==> config.mk <==
export PLATFORM = sky130hd
export DESIGN_NAME = dsp_mac_pipe
export DESIGN_NICKNAME = d
export VERILOG_FILES = /design/src/rtl/dsp_mac_pipe.sv
export SDC_FILE = /design/constraint.sdc
export NUM_CORES = 2
export LEC_CHECK = 0
export ABC_CLOCK_PERIOD_IN_PS = 15200
export BUFFER_PORTS_ARGS = -buffer_cell sky130_fd_sc_hd__buf_2
export CELL_PAD_IN_SITES_DETAIL_PLACEMENT = 1
export CELL_PAD_IN_SITES_GLOBAL_PLACEMENT = 2
export CORE_MARGIN = 1.5
export CORE_UTILIZATION = 41
export CTS_BUF_LIST = sky130_fd_sc_hd__clkbuf_8
export CTS_CLUSTER_SIZE = 8
export DETAILED_ROUTE_END_ITERATION = 6
export GPL_ROUTABILITY_DRIVEN = 0
export GPL_TIMING_DRIVEN = 0
export PLACE_DENSITY_LB_ADDON = 0.15
export SLEW_MARGIN = 40
export SYNTH_ARGS = -nofsm -noshare
export SYNTH_HDL_FRONTEND = slang
export SYNTH_SLANG_ARGS = --single-unit
==> constraint.sdc <==
create_clock -name clk -period 15.2 [get_ports clk]
set_input_delay 3.04 -clock clk [delete_from_list [all_inputs] [get_ports clk]]
set_output_delay 3.04 -clock clk [all_outputs]
set_load 0.03 [all_outputs]
==> src/rtl/dsp_mac_pipe.sv <==
// dsp_mac_pipe: 3-stage signed pre-add / multiply / post-add MAC with valid-ready backpressure.
// Optional build macro DSP_MAC_SAT_EN: saturate p and flag overflow instead of wrapping.

module dsp_mac_pipe #(
  parameter int A_WIDTH = 18,
  parameter int B_WIDTH = 18,
  parameter int C_WIDTH = 48,
  parameter int P_WIDTH = 48
) (
  input  logic                               clk,
  input  logic                               rst_n,
  input  logic                               in_valid,
  output logic                               in_ready,
  input  logic signed [A_WIDTH-1:0]          a,
  input  logic signed [B_WIDTH-1:0]          b,
  input  logic signed [B_WIDTH-1:0]          d,
  input  logic signed [C_WIDTH-1:0]          c,
  input  logic signed [P_WIDTH-1:0]          pcin,
  input  logic                               carryin,
  input  logic [4:0]                         opmode,
  output logic                               out_valid,
  input  logic                               out_ready,
  output logic signed [P_WIDTH-1:0]          p,
  output logic signed [P_WIDTH-1:0]          pcout,
  output logic signed [A_WIDTH+B_WIDTH-1:0]  m,
  output logic                               carryout,
  output logic                               overflow
);

  localparam int M_WIDTH = A_WIDTH + B_WIDTH;
`ifdef DSP_MAC_SAT_EN
  localparam int E_WIDTH = P_WIDTH + 2;
`else
  localparam int E_WIDTH = P_WIDTH + 1;
`endif

  logic w_stall;
  assign w_stall  = out_valid & ~out_ready;
  assign in_ready = ~w_stall;

  logic                       r_s1_valid;
  logic signed [A_WIDTH-1:0]  r_s1_a;
  logic signed [B_WIDTH-1:0]  r_s1_b;
  logic signed [B_WIDTH-1:0]  r_s1_d;
  logic signed [C_WIDTH-1:0]  r_s1_c;
  logic signed [P_WIDTH-1:0]  r_s1_pcin;
  logic                       r_s1_carryin;
  logic [4:0]                 r_s1_opmode;

  always_ff @(posedge clk or negedge rst_n) begin
    // NOTE: sequential state uses non-blocking (<=) so every stage samples pre-edge values.
    if (!rst_n) begin
      r_s1_valid   <= 1'b0;
      r_s1_a       <= '0;
      r_s1_b       <= '0;
      r_s1_d       <= '0;
      r_s1_c       <= '0;
      r_s1_pcin    <= '0;
      r_s1_carryin <= 1'b0;
      r_s1_opmode  <= '0;
    end else if (!w_stall) begin
      r_s1_valid   <= in_valid;
      r_s1_a       <= a;
      r_s1_b       <= b;
      r_s1_d       <= d;
      r_s1_c       <= c;
      r_s1_pcin    <= pcin;
      r_s1_carryin <= carryin;
      r_s1_opmode  <= opmode;
    end
  end

  logic signed [B_WIDTH-1:0] w_pre;
  logic signed [M_WIDTH-1:0] w_a_ext;
  logic signed [M_WIDTH-1:0] w_pre_ext;
  logic signed [M_WIDTH-1:0] w_prod;

  always_comb begin
    // NOTE: default assignment first so no path leaves w_pre unassigned (no inferred latch).
    w_pre = r_s1_b;
    if (r_s1_opmode[0]) begin
      w_pre = r_s1_opmode[1] ? (r_s1_d - r_s1_b) : (r_s1_d + r_s1_b);
    end
  end

  assign w_a_ext   = {{B_WIDTH{r_s1_a[A_WIDTH-1]}}, r_s1_a};
  assign w_pre_ext = {{A_WIDTH{w_pre[B_WIDTH-1]}}, w_pre};
  assign w_prod    = w_a_ext * w_pre_ext;

  logic                       r_s2_valid;
  logic signed [M_WIDTH-1:0]  r_s2_m;
  logic signed [C_WIDTH-1:0]  r_s2_c;
  logic signed [P_WIDTH-1:0]  r_s2_pcin;
  logic                       r_s2_carryin;
  logic                       r_s2_sub;
  logic [1:0]                 r_s2_zsel;

  always_ff @(posedge clk or negedge rst_n) begin
    if (!rst_n) begin
      r_s2_valid   <= 1'b0;
      r_s2_m       <= '0;
      r_s2_c       <= '0;
      r_s2_pcin    <= '0;
      r_s2_carryin <= 1'b0;
      r_s2_sub     <= 1'b0;
      r_s2_zsel    <= '0;
    end else if (!w_stall) begin
      r_s2_valid   <= r_s1_valid;
      r_s2_m       <= w_prod;
      r_s2_c       <= r_s1_c;
      r_s2_pcin    <= r_s1_pcin;
      r_s2_carryin <= r_s1_carryin;
      r_s2_sub     <= r_s1_opmode[2];
      r_s2_zsel    <= r_s1_opmode[4:3];
    end
  end

  // Post-adder runs wide enough to be exact, so carryout and overflow fall out of the top bits.
  logic signed [E_WIDTH-1:0] w_x;
  logic signed [E_WIDTH-1:0] w_z;
  logic signed [E_WIDTH-1:0] w_cin;
  logic signed [E_WIDTH-1:0] w_sum;
  logic signed [P_WIDTH-1:0] w_p_next;

  assign w_x   = {{(E_WIDTH-M_WIDTH){r_s2_m[M_WIDTH-1]}}, r_s2_m};
  assign w_cin = {{(E_WIDTH-1){1'b0}}, r_s2_carryin};

  always_comb begin
    w_z = '0;
    case (r_s2_zsel)
      2'b01:   w_z = {{(E_WIDTH-C_WIDTH){r_s2_c[C_WIDTH-1]}}, r_s2_c};
      2'b10:   w_z = {{(E_WIDTH-P_WIDTH){p[P_WIDTH-1]}}, p};
      2'b11:   w_z = {{(E_WIDTH-P_WIDTH){r_s2_pcin[P_WIDTH-1]}}, r_s2_pcin};
      default: w_z = '0;
    endcase
  end

  assign w_sum = r_s2_sub ? (w_z - (w_x + w_cin)) : (w_z + w_x + w_cin);

`ifdef DSP_MAC_SAT_EN
  logic w_ovf;
  assign w_ovf    = (w_sum[E_WIDTH-1] != w_sum[P_WIDTH-1]) || (w_sum[P_WIDTH] != w_sum[P_WIDTH-1]);
  assign w_p_next = !w_ovf ? w_sum[P_WIDTH-1:0]
                  : (w_sum[E_WIDTH-1] ? {1'b1, {(P_WIDTH-1){1'b0}}}
                                      : {1'b0, {(P_WIDTH-1){1'b1}}});

  always_ff @(posedge clk or negedge rst_n) begin
    if (!rst_n) begin
      overflow <= 1'b0;
    end else if (!w_stall && r_s2_valid) begin
      overflow <= w_ovf;
    end
  end
`else
  assign w_p_next = w_sum[P_WIDTH-1:0];
  assign overflow = 1'b0;
`endif

  always_ff @(posedge clk or negedge rst_n) begin
    if (!rst_n) begin
      out_valid <= 1'b0;
      p         <= '0;
      m         <= '0;
      carryout  <= 1'b0;
    end else if (!w_stall) begin
      out_valid <= r_s2_valid;
      if (r_s2_valid) begin
        p        <= w_p_next;
        m        <= r_s2_m;
        carryout <= w_sum[P_WIDTH];
      end
    end
  end

  assign pcout = p;

endmodule

==> results.py <==
metrics = {
    "clock_network": {
        "cts_setup_buffers": 0,
        "cts_hold_buf": 0,
        "numClockSinks": 380,
        "numCtsBuffers": 76,
        "clkTransAtPathRegs_ns": 0.05,
        "cts.path.max_buffers": 3,
        "clock_latency_ns": 0.72,
        "cts_resized": 0,
        "cts_root_buf": "clkbuf_8",
        "htreeDepth": 3,
        "cts_tree": "done",
    },
    "die": {
        "dieArea_um2": 87400,
        "rows": 107,
        "ios": 296,
        "core_um2": 85000,
        "die-height_um": 296,
        "die_x_um": 296,
        "start_util_pct": 41.3,
    },
    "yosys": {
        "yosysUniqueCellTypes": 77,
        "synthXorXnorAreaFrac_pct": 3.67,
        "synth_top_family_by_area": "adder cells",
        "synth_most_common_cell": "nand2_1",
        "yosysSeqAreaShare_pct": 27.1,
        "synth_area_um2": 35100,
        "synth_top_area_share_pct": 27.1,
        "synthTopCellsByArea": "dfrtp_1 27%, fa_1 19%, nand2_1 13%",
        "synth_mux_area_share_pct": 2.06,
        "synth_compound_area_share_pct": 10.7,
        "post_synth_and_or_nand_nor_area_fraction_pct": 19.7,
        "async_reset_ff_share_pct": 100,
        "synth-edff-count": 0,
        "yosys_warnings": 0,
        "synth_area_leader_cell": "dfrtp_1",
        "synth-adder-area-share_pct": 28.0,
        "ys.flop_type": "dfrtp_1",
        "ys_seq_elements": 380,
        "syn_inst": 4196,
        "synth_top_cells_by_count": "1203 x nand2_1, 542 x inv_1, 380 x dfrtp_1",
        "avgSynthCellArea_um2": 8.36,
        "synth_fp_nets": 4940,
    },
    "setup_path": {
        "crit_slowest_cell": "a2111oi_0",
        "slowest_delay_ns": 0.67,
        "crit_top_cell": "fa_1",
        "crit_type": "reg -> reg",
        "setup.worst_path.end_class": "flop",
        "cp-start-kind": "flop",
        "worstPathMaxFanout": 10,
        "arrival_ns": 11.98,
        "required_ns": 15.78,
    },
    "timing": {
        "timing.fmax_mhz": 87.7,
        "hold_viol_final": 0,
        "rsz0062_at_grt": "false",
        "drv_slew": 0,
        "worst_pin_slew_ns": 0.910,
        "hold_ws_ns": 0.439,
        "fin_skew_ns": 0.0419,
        "setup-tns-final_ns": 0,
        "period_minus_slack_ns": 11.40,
        "relSlewSlack_pct": 38.8,
        "fin_crit_sh_pct": 75.0,
        "setup_viol_count_final": 0,
    },
    "global_routing": {
        "grt_pass1_wl_mm": 198,
        "grt_max_degree": 73,
        "globalRouteOverflowTotal": 0,
        "grt_pass1_vias": 32900,
        "antenna_found_initial": 2,
        "grt.total_usage_pct": 30.4,
    },
    "outcome": {
        "outcome": "completed",
    },
    "route": {
        "first_iter_violations": 1755,
        "drtAntennaViolNets": 0,
        "routedWlPerCell_um": 22.5,
        "route.detailed.drc": 0,
        "viasPerCell": 5.25,
        "drt-pass1-iter-count": 6,
        "via_count": 30300,
        "wl_mm": 130,
    },
    "cells_and_area": {
        "nets": 5320,
        "drive_gt1_share_pct": 12.3,
        "syn2layout_area_growth_pct": 13.6,
    },
    "placed_design": {
        "port-buffer-count": 294,
        "hpwl_mm": 105,
    },
    "flow_run": {
        "drv_cap": 0,
    },
    "hold_path": {
        "hold_class": "reg -> reg",
    },
}
metrics by stage:
step | util, % | cell area, µm² | std cells | worst slack, ns
floorplan | - | 35100 | 4196 | 6.26
global placement | 44.7 | 38000 | 5634 | 3.00
finish | 46.9 | 39900 | 5777 | 3.80
detailed placement | 45.0 | 38300 | 5642 | 3.81
global route | 46.9 | 39900 | 5777 | 3.10
CTS | 46.9 | 39900 | 5776 | 3.85
cell usage in the layout, fill, tap and decap left out, types with 26 or more instances in the layout:
cell type | Yosys | routed
nand2_1 | 1203 | 1203
inv_1 | 542 | 572
dfrtp_1 | 380 | 379
fa_1 | 335 | 335
buf_2 | 2 | 296
ha_1 | 249 | 249
a21oi_1 | 183 | 182
nor2_1 | 159 | 158
o21ai_0 | 134 | 134
clkbuf_1 | 150 | 129
xnor2_1 | 120 | 120
and2_1 | 98 | 98
clkbuf_8 | 0 | 90
mux2_2 | 55 | 55
buf_4 | 49 | 51
a22oi_1 | 48 | 48
nor2b_1 | 42 | 42
a21o_1 | 39 | 39
nor3_1 | 37 | 37
nand3_1 | 30 | 30
nand2b_1 | 26 | 26
worst max-delay path, delay by kind of cell, from the launching register on:
family,cells,cell delay [ns]
adder cells (fa/ha/maj),8,3.64
buffers and inverters,7,1.89
AND/OR/NAND/NOR,6,0.79
flip-flops,1,0.32
AO/OA/AOI/OAI,16,3.40
XOR/XNOR,3,0.61
multiplexers,1,0.66
final timing paths:
path	from	endpoint	slack [ns]	cells after the start
min reg2reg	r_s1_c[3]$_DFFE_PN0N_	r_s2_c[3]$_DFFE_PN0N_	0.44	2
max reg2reg	r_s1_opmode[1]$_DFFE_PN0N_	r_s2_m[34]$_DFFE_PN0N_	3.80	41
min	r_s1_c[3]$_DFFE_PN0N_	r_s2_c[3]$_DFFE_PN0N_	0.44	2
max	r_s1_opmode[1]$_DFFE_PN0N_	r_s2_m[34]$_DFFE_PN0N_	3.80	41
min in group asynchronous	rst_n	m[20]$_DFFE_PN0P_	2.24	1
max in group asynchronous	rst_n	r_s1_d[13]$_DFFE_PN0N_	11.46	4
registers in the layout, summed over array words and instances (netlist names):
| register | flops |
|---|---|
| carryout | 1 |
| m | 36 |
| out_valid | 1 |
| p | 48 |
| r_s1_a | 18 |
| r_s1_b | 18 |
| r_s1_c | 48 |
| r_s1_carryin | 1 |
| r_s1_d | 18 |
| r_s1_opmode | 5 |
| r_s1_pcin | 48 |
| r_s1_valid | 1 |
| r_s2_c | 48 |
| r_s2_carryin | 1 |
| r_s2_m | 36 |
| r_s2_pcin | 48 |
| r_s2_sub | 1 |
| r_s2_valid | 1 |
| r_s2_zsel | 2 |
area by class of cell:
| class | count | area, µm² |
|---|---|---|
| inverters | 544 | 2040 |
| clock buffers | 90 | 1240 |
| multi-input cells | 3050 | 22600 |
| fillers | 10400 | 45100 |
| clock inverters | 44 | 348 |
| repair buffers | 302 | 1650 |
| diodes | 1 | 2.50 |
| plain buffers | 222 | 1050 |
| well taps | 1144 | 1430 |
| flip-flops and latches | 380 | 9510 |
cells by family (layout without fill, tap and decap cells):
group	count (synthesis)	in the layout
muxes	65	65
other	1	2
AOI/OAI and AO/OA	592	592
DFF	380	380
xor gates and xnor gates	146	146
adders and majority gates	584	584
buffers and inverters	766	1202
and+or+nand+nor	1662	1662
per-layer routing:
layer | wire length (µm) | share of wire [%] | up-vias | track usage, %
li1 | - | - | 14000 | -
met1 | 55800 | 43 | 15400 | 38.3
met2 | 62500 | 48 | 729 | 52.6
met3 | 5590 | 4.3 | 212 | 3.58
met4 | 6000 | 4.6 | 0 | 12.8
met5 | 0 | 0 | - | 0
Power is left out: the tool's default activity adds up to more than one toggle a clock period on the data nets, which glitch-free logic cannot reach.
